**src/rtl/uart_fifo_ctrl_if.sv**
```systemverilog
// Interface bundling the uart_fifo_ctrl data path, status and control signals.
// master = the UART logic driving the FIFO; slave = the FIFO itself.
interface uart_fifo_ctrl_if #(
  parameter int DATA_WIDTH = 8,
  parameter int ERR_WIDTH  = 3,
  parameter int CW         = 5
);
  logic                  i_fifo_rst;
  logic                  i_wren;
  logic [DATA_WIDTH-1:0] i_wdata;
  logic [ERR_WIDTH-1:0]  i_werr;
  logic                  i_rden;
  logic [DATA_WIDTH-1:0] o_rdata;
  logic [ERR_WIDTH-1:0]  o_rerr;
  logic                  o_empty;
  logic                  o_full;
  logic [CW-1:0]         o_count;
  logic [1:0]            i_trig_sel;
  logic                  o_trig;
  logic                  o_overrun;
  logic                  i_ovr_clr;
  logic                  o_err_in_fifo;

  modport master (
    output i_fifo_rst, i_wren, i_wdata, i_werr, i_rden, i_trig_sel, i_ovr_clr,
    input  o_rdata, o_rerr, o_empty, o_full, o_count, o_trig, o_overrun, o_err_in_fifo
  );

  modport slave (
    input  i_fifo_rst, i_wren, i_wdata, i_werr, i_rden, i_trig_sel, i_ovr_clr,
    output o_rdata, o_rerr, o_empty, o_full, o_count, o_trig, o_overrun, o_err_in_fifo
  );
endinterface

```
**src/rtl/uart_fifo_ctrl.sv**
```systemverilog
// UART 16550 data-path FIFO: data plus per-character error bits (parity,
// framing, break), programmable trigger level, sticky overrun, error-in-FIFO
// indicator and a selectable registered / first-word-fall-through read port.
// DATA_DEPTH must be a power of two and at least 8.
module uart_fifo_ctrl #(
  parameter int DATA_WIDTH = 8,
  parameter int ERR_WIDTH  = 3,
  parameter int DATA_DEPTH = 16,
  parameter int FWFT       = 0,
  parameter int CW         = $clog2(DATA_DEPTH) + 1
) (
  input  logic             i_sys_clk,
  input  logic             i_sys_rst_n,
  uart_fifo_ctrl_if.slave  bus
);

  localparam int AW = $clog2(DATA_DEPTH);
  localparam int EW = DATA_WIDTH + ERR_WIDTH;

  localparam logic [CW-1:0] DEPTH_C  = CW'(DATA_DEPTH);
  localparam logic [CW-1:0] LVL_ONE  = CW'(1);
  localparam logic [CW-1:0] LVL_QTR  = CW'(DATA_DEPTH / 4);
  localparam logic [CW-1:0] LVL_HALF = CW'(DATA_DEPTH / 2);
  localparam logic [CW-1:0] LVL_HIGH = CW'(DATA_DEPTH - 2);

  logic [EW-1:0] mem [DATA_DEPTH];
  logic [AW-1:0] wr_ptr, rd_ptr;
  logic [CW-1:0] count, err_cnt, trig_level;
  logic          overrun;
  logic          empty, full;
  logic          rd_acc, wr_acc;
  logic          wr_has_err, rd_has_err;
  logic [EW-1:0] head;

  assign empty  = (count == '0);
  assign full   = (count == DEPTH_C);
  // A read frees a slot in the same cycle, so a write to a full FIFO is
  // accepted when it is paired with an accepted read.
  assign rd_acc = bus.i_rden & ~empty;
  assign wr_acc = bus.i_wren & (~full | rd_acc);

  assign head       = mem[rd_ptr];
  assign rd_has_err = |head[EW-1:DATA_WIDTH];
  assign wr_has_err = |bus.i_werr;

  // Pointers, occupancy, error-entry count and sticky overrun.
  // NOTE: state registers use non-blocking assignments so every flop samples
  // pre-edge values regardless of statement order.
  always_ff @(posedge i_sys_clk or negedge i_sys_rst_n) begin
    if (!i_sys_rst_n) begin
      wr_ptr  <= '0;
      rd_ptr  <= '0;
      count   <= '0;
      err_cnt <= '0;
      overrun <= 1'b0;
    end else if (bus.i_fifo_rst) begin
      wr_ptr  <= '0;
      rd_ptr  <= '0;
      count   <= '0;
      err_cnt <= '0;
      overrun <= 1'b0;
    end else begin
      // Power-of-two depth: AW-bit pointers wrap on their own.
      if (wr_acc) wr_ptr <= wr_ptr + AW'(1);
      if (rd_acc) rd_ptr <= rd_ptr + AW'(1);

      case ({wr_acc, rd_acc})
        2'b10:   count <= count + CW'(1);
        2'b01:   count <= count - CW'(1);
        default: ;
      endcase

      case ({wr_acc & wr_has_err, rd_acc & rd_has_err})
        2'b10:   err_cnt <= err_cnt + CW'(1);
        2'b01:   err_cnt <= err_cnt - CW'(1);
        default: ;
      endcase

      // Dropped write sets the flag; setting wins over a same-cycle clear.
      if (bus.i_wren & full & ~rd_acc) overrun <= 1'b1;
      else if (bus.i_ovr_clr)          overrun <= 1'b0;
    end
  end

  // Storage array write port.
  // NOTE: the array has no reset; empty/full bookkeeping guarantees a stale
  // entry is never presented, and a reset would block RAM inference.
  always_ff @(posedge i_sys_clk) begin
    if (wr_acc & ~bus.i_fifo_rst) mem[wr_ptr] <= {bus.i_werr, bus.i_wdata};
  end

  // Trigger threshold decode from the select input.
  // NOTE: the default assignment first keeps this block latch-free.
  always_comb begin
    trig_level = LVL_ONE;
    case (bus.i_trig_sel)
      2'b01:   trig_level = LVL_QTR;
      2'b10:   trig_level = LVL_HALF;
      2'b11:   trig_level = LVL_HIGH;
      default: ;
    endcase
  end

  generate
    if (FWFT == 0) begin : g_reg_read
      logic [EW-1:0] rd_q;

      // Registered read: head entry lands one edge after an accepted read.
      always_ff @(posedge i_sys_clk or negedge i_sys_rst_n) begin
        if (!i_sys_rst_n)        rd_q <= '0;
        else if (bus.i_fifo_rst) rd_q <= '0;
        else if (rd_acc)         rd_q <= head;
      end

      assign {bus.o_rerr, bus.o_rdata} = rd_q;
    end else begin : g_fwft_read
      // Head entry shown directly; zero while nothing is stored.
      assign {bus.o_rerr, bus.o_rdata} = empty ? '0 : head;
    end
  endgenerate

  assign bus.o_empty       = empty;
  assign bus.o_full        = full;
  assign bus.o_count       = count;
  assign bus.o_trig        = (count >= trig_level);
  assign bus.o_overrun     = overrun;
  assign bus.o_err_in_fifo = (err_cnt != '0);

endmodule

```
**src/flat_wrapper.sv**
```systemverilog
// flat-port wrapper written by rule: the top's interface ports become plain ports
module uart_fifo_ctrl_flat 
#(
  parameter int DATA_WIDTH = 8,
  parameter int ERR_WIDTH  = 3,
  parameter int DATA_DEPTH = 16,
  parameter int FWFT       = 0,
  parameter int CW         = $clog2(DATA_DEPTH) + 1
)
  (i_sys_clk, i_sys_rst_n, bus_i_fifo_rst, bus_i_wren, bus_i_wdata, bus_i_werr, bus_i_rden, bus_i_trig_sel, bus_i_ovr_clr, bus_o_rdata, bus_o_rerr, bus_o_empty, bus_o_full, bus_o_count, bus_o_trig, bus_o_overrun, bus_o_err_in_fifo);
  uart_fifo_ctrl_if #(.DATA_WIDTH(DATA_WIDTH), .ERR_WIDTH(ERR_WIDTH), .CW(CW)) bus_i ();
  input  logic i_sys_clk;
  input  logic i_sys_rst_n;
  input wire logic [$bits(bus_i.i_fifo_rst)-1:0] bus_i_fifo_rst;
  input wire logic [$bits(bus_i.i_wren)-1:0] bus_i_wren;
  input wire logic [$bits(bus_i.i_wdata)-1:0] bus_i_wdata;
  input wire logic [$bits(bus_i.i_werr)-1:0] bus_i_werr;
  input wire logic [$bits(bus_i.i_rden)-1:0] bus_i_rden;
  input wire logic [$bits(bus_i.i_trig_sel)-1:0] bus_i_trig_sel;
  input wire logic [$bits(bus_i.i_ovr_clr)-1:0] bus_i_ovr_clr;
  output wire logic [$bits(bus_i.o_rdata)-1:0] bus_o_rdata;
  output wire logic [$bits(bus_i.o_rerr)-1:0] bus_o_rerr;
  output wire logic [$bits(bus_i.o_empty)-1:0] bus_o_empty;
  output wire logic [$bits(bus_i.o_full)-1:0] bus_o_full;
  output wire logic [$bits(bus_i.o_count)-1:0] bus_o_count;
  output wire logic [$bits(bus_i.o_trig)-1:0] bus_o_trig;
  output wire logic [$bits(bus_i.o_overrun)-1:0] bus_o_overrun;
  output wire logic [$bits(bus_i.o_err_in_fifo)-1:0] bus_o_err_in_fifo;
  assign bus_i.i_fifo_rst = bus_i_fifo_rst;
  assign bus_i.i_wren = bus_i_wren;
  assign bus_i.i_wdata = bus_i_wdata;
  assign bus_i.i_werr = bus_i_werr;
  assign bus_i.i_rden = bus_i_rden;
  assign bus_i.i_trig_sel = bus_i_trig_sel;
  assign bus_i.i_ovr_clr = bus_i_ovr_clr;
  assign bus_o_rdata = bus_i.o_rdata;
  assign bus_o_rerr = bus_i.o_rerr;
  assign bus_o_empty = bus_i.o_empty;
  assign bus_o_full = bus_i.o_full;
  assign bus_o_count = bus_i.o_count;
  assign bus_o_trig = bus_i.o_trig;
  assign bus_o_overrun = bus_i.o_overrun;
  assign bus_o_err_in_fifo = bus_i.o_err_in_fifo;
  uart_fifo_ctrl #(.DATA_WIDTH(DATA_WIDTH), .ERR_WIDTH(ERR_WIDTH), .DATA_DEPTH(DATA_DEPTH), .FWFT(FWFT), .CW(CW)) u_core (.i_sys_clk(i_sys_clk), .i_sys_rst_n(i_sys_rst_n), .bus(bus_i));
endmodule
```
**config.mk**
```make
export PLATFORM = sky130hd
export DESIGN_NAME = uart_fifo_ctrl_flat
export DESIGN_NICKNAME = d
export VERILOG_FILES = /design/src/rtl/uart_fifo_ctrl_if.sv /design/src/rtl/uart_fifo_ctrl.sv /design/src/flat_wrapper.sv
export SDC_FILE = /design/constraint.sdc
export NUM_CORES = 1
export LEC_CHECK = 0
export CAP_MARGIN = 20
export CORE_UTILIZATION = 55
export CTS_BUF_LIST = sky130_fd_sc_hd__clkbuf_4
export DETAILED_ROUTE_END_ITERATION = 16
export DONT_BUFFER_PORTS = 1
export GPL_TIMING_DRIVEN = 0
export PLACE_DENSITY = 0.81
export REMOVE_ABC_BUFFERS = 1
export SETUP_SLACK_MARGIN = 0.3
export SLEW_MARGIN = 20
export SYNTH_ARGS = -nofsm -noshare
export SYNTH_HDL_FRONTEND = slang
export SYNTH_SLANG_ARGS = --single-unit
export TNS_END_PERCENT = 1
```
**constraint.sdc**
```tcl
create_clock -name i_sys_clk -period 4.68 [get_ports i_sys_clk]
set_input_delay 0.936 -clock i_sys_clk [delete_from_list [all_inputs] [get_ports i_sys_clk]]
set_output_delay 0.936 -clock i_sys_clk [all_outputs]
set_load 0.1 [all_outputs]
```
==> impl_metrics.tcl <==
set metrics [dict create \
    grt_usage 0.235 \
    first_pass_iters 5 \
    fin_area_sq_mm 0.00962 \
    routed-via-count 4761 \
    tightest_slew_ps 1060 \
    seq_power_share 0.492 \
    core_sq_mm 0.0153 \
    p_int_mw 3.33 \
    layout-drive-gt1-share 0.249 \
    instances_no_fill 798 \
    yosysUniqueCellTypes 47 \
    die_height_um 127 \
    wl_um 17800 \
    die_w_um 127 \
    comb_power_share 0.220 \
    htreeDepth 2 \
    antennaDiodeCount 0 \
    met2_usage 0.379 \
    path_clk_slew_ps 70 \
    async_flop_share 0.146 \
    drt-initial-drc-count 394 \
    max_stage_delay_ps 730 \
    grt_pass1_vias 5049 \
    cp_top_family "simple AND/OR/NAND/NOR gates" \
    fin_nets 581 \
    grt_use_met1 0.307 \
    final_util 0.630 \
    clockBufferDepth 3 \
    synth_top_flop_cell "edfxtp_1" \
    sw_frac_of_total 0.367 \
    arrival_ps 4610 \
    yosysWarnings 0 \
    powerDensity_mw_per_mm2 547 \
    critical_path_class "reg -> reg" \
    power_mw 5.26 \
    cts_sinks 206 \
    hold_class "in -> async" \
    grt_overflow 0 \
    fmax_ghz 0.245 \
    start_util 0.566 \
    numCtsBuffers 50 \
    finalHoldViolCount 0 \
    pin_count 40 \
    synth_compound_area_frac 0.0491 \
    cts_root_buf "clkbuf_4" \
    muxShareOfSynthArea 0.130 \
    crit_path_start_kind "flip-flop" \
    synth-edff-count 176 \
    synth_top_family_by_area "multiplexers" \
    switchingPower_mw 1.93 \
    synth_xor_area_frac 0.0120 \
    routabilityCongestion 0.746 \
    crit_start "u_core.bus.o_count[1]" \
    synthesis.area_sq_mm 0.00863 \
    slew_headroom 0.292 \
    synth-seq-cells 206 \
    power_leakage_nw 3.29 \
    drv_cap 0 \
    grt_max_degree 41 \
    path_cells "or4_1 > o31ai_4 > nor2_1 > or2_2 > inv_1 > ha_1 > nor2b_1 > o21ai_0 > nand2b_1 > or2_0 > mux2i_1 > mux2_2" \
    r2r.worst_path.cells 12 \
    critPathBufInv 1 \
    dp_worst_setup_slack_ps 378 \
    dieArea_sq_mm 0.0162 \
    finalCritPeriodShare 0.870 \
    setup_viol 0 \
    ant_nets 0 \
    syn_area_per_cell_sq_um 16.9 \
    worstPathRequired_ps 5220 \
    fin_ws_ps 607 \
    r2r_start "u_core.bus.o_count[1]" \
    use_met3 0.0540 \
    drc 0 \
    clockPowerShare 0.288 \
    status "finished, final reports clean" \
    endpoint_kind "flip-flop" \
    fin_skew_ps 20.6 \
    fin_tns_setup_ps 0 \
    synth-simple-area-share 0.0649 \
    busiest_layer "met2" \
    dpl.cell_count 701 \
    grt_pass1_wl_um 28000 \
    synthCells 510 \
    hpwl_um 10500 \
    synth_fa_ha_area_frac 0.0264 \
    path_depth 12 \
    drt-wirelength-per-cell_um 22.3 \
    hold_ws_ps 98.4 \
    final-max-slew-violation-count 0 \
    cts_tree "built" \
    ir_drop_uv 342 \
    avgViaCountPerCell 5.97 \
    cpMaxStageDelayCell "or4_1" \
    post-route-min-period_ps 4070 \
    port_buffers 0 \
    antenna_found_initial 0 \
    seq_area_frac_synth 0.699 \
    crit_fanout 8 \
    area_growth_pct 11.4 \
    clk_latency_ps 660 \
    rows 45 \
    grt_setup_unrepaired "no" \
    place_area_sq_mm 0.00889 \
]
cells in the final DEF, fill, tap and decap left out, drive strengths merged, types with 3 or more instances in the layout:
cell / Yosys / final
mux4: 37 / 37
clkbuf: 15 / 69
a22oi: 8 / 8
inv: 12 / 12
xnor2: 5 / 5
a21oi: 17 / 17
a221oi: 5 / 5
nor4: 3 / 3
ha: 15 / 15
nand3: 8 / 8
xor2: 6 / 6
mux2: 10 / 10
nor2b: 11 / 11
clkinv: 0 / 23
and2: 13 / 13
o21ai: 14 / 14
or2: 3 / 3
nor2: 31 / 31
buf: 9 / 7
edfxtp: 176 / 176
dfrtp: 30 / 30
a311oi: 5 / 5
nand2b: 4 / 4
nand2: 31 / 31
mux2i: 18 / 18
nor3: 7 / 7
cell families (layout without fill, tap and decap cells):
logic type,Yosys count,count (layout)
flip-flops,206,206
AND/OR/NAND/NOR,115,115
multiplexers,65,65
AO/OA/AOI/OAI,60,60
buffers and inverters,36,113
adder cells (fa/ha/maj),17,17
XOR/XNOR,11,11
worst register-to-register path: stages (launching register included):
cell and delay [ps]:
dfrtp_2 640, or4_1 730, o31ai_4 480, nor2_1 220
or2_2 360, inv_1 120, ha_1 270, nor2b_1 160
o21ai_0 170, nand2b_1 110, or2_0 210, mux2i_1 150
mux2_2 350
cell type report:
cell class	instances	area [sq um]
Multi-Input combinational cell	268	2470
Clock inverter	25	149
Timing Repair Buffer	7	125
Inverter	12	45.0
Sequential cell	206	6050
Clock buffer	69	518
Tap cell	211	264
Fill cell	1063	5640
repair_timing:
action	in CTS	in global routing
buffers inserted	0	2
hold endpoints to repair	30	0
endpoints found under the setup margin	0	1
gates resized for setup	0	5
hold buffers	1	0
registers in the layout, summed over array words and instances (netlist names):
name,cells
u_core.mem,176
u_core.g_reg_read.rd_q,11
u_core.bus.o_count,5
u_core.err_cnt,5
u_core.rd_ptr,4
u_core.wr_ptr,4
u_core.bus.o_overrun,1
per-layer routing:
layer | up-vias | routed length, um
met5 | - | 0
met4 | 0 | 399
met3 | 36 | 1510
met2 | 224 | 8740
met1 | 2401 | 7140
li1 | 2100 | -
power by group through the flow:
stage,combinational (mW),clock [mW],sequential [mW]
CTS,1.11,1.53,2.61
floorplan,0.872,0,2.65
global placement,0.987,0,2.71
detailed placement,1.10,0,2.65
finish,1.16,1.51,2.59
global route,1.25,1.63,2.60
cells in the mapped netlist, types with 5 or more instances:
cell type    n  area [sq um]
edfxtp_1   176          5290
mux4_2      37           833
nand2_1     31           116
nor2_1      31           116
dfrtp_1     30           751
mux2i_1     18           180
a21oi_1     17          85.1
clkbuf_1    15          56.3
ha_1        15           188
and2_1      13          81.3
inv_1       12          45.0
o21ai_0     12          60.1
nor2b_1     11          68.8
nor3_1       7          35.0
a22oi_1      6          45.0
mux2_2       6          67.6
nand3_1      6          30.0
a221oi_1     5          43.8
a311oi_1     5          43.8
xnor2_1      5          43.8
xor2_1       5          43.8
final timing paths:
| check | end | slack [ps] |
|---|---|---|
| setup / recovery | u_core.err_cnt[4] | 610 |
| hold / removal | u_core.g_reg_read.rd_q[2] | 100 |
| setup reg to reg | u_core.err_cnt[4] | 610 |
| hold reg to reg | u_core.err_cnt[4] | 660 |
| max in group asynchronous | u_core.bus.o_count[4] | 4360 |
| min in group i_sys_clk | u_core.g_reg_read.rd_q[2] | 340 |
No activity file was read; power rests on OpenSTA's default activity.
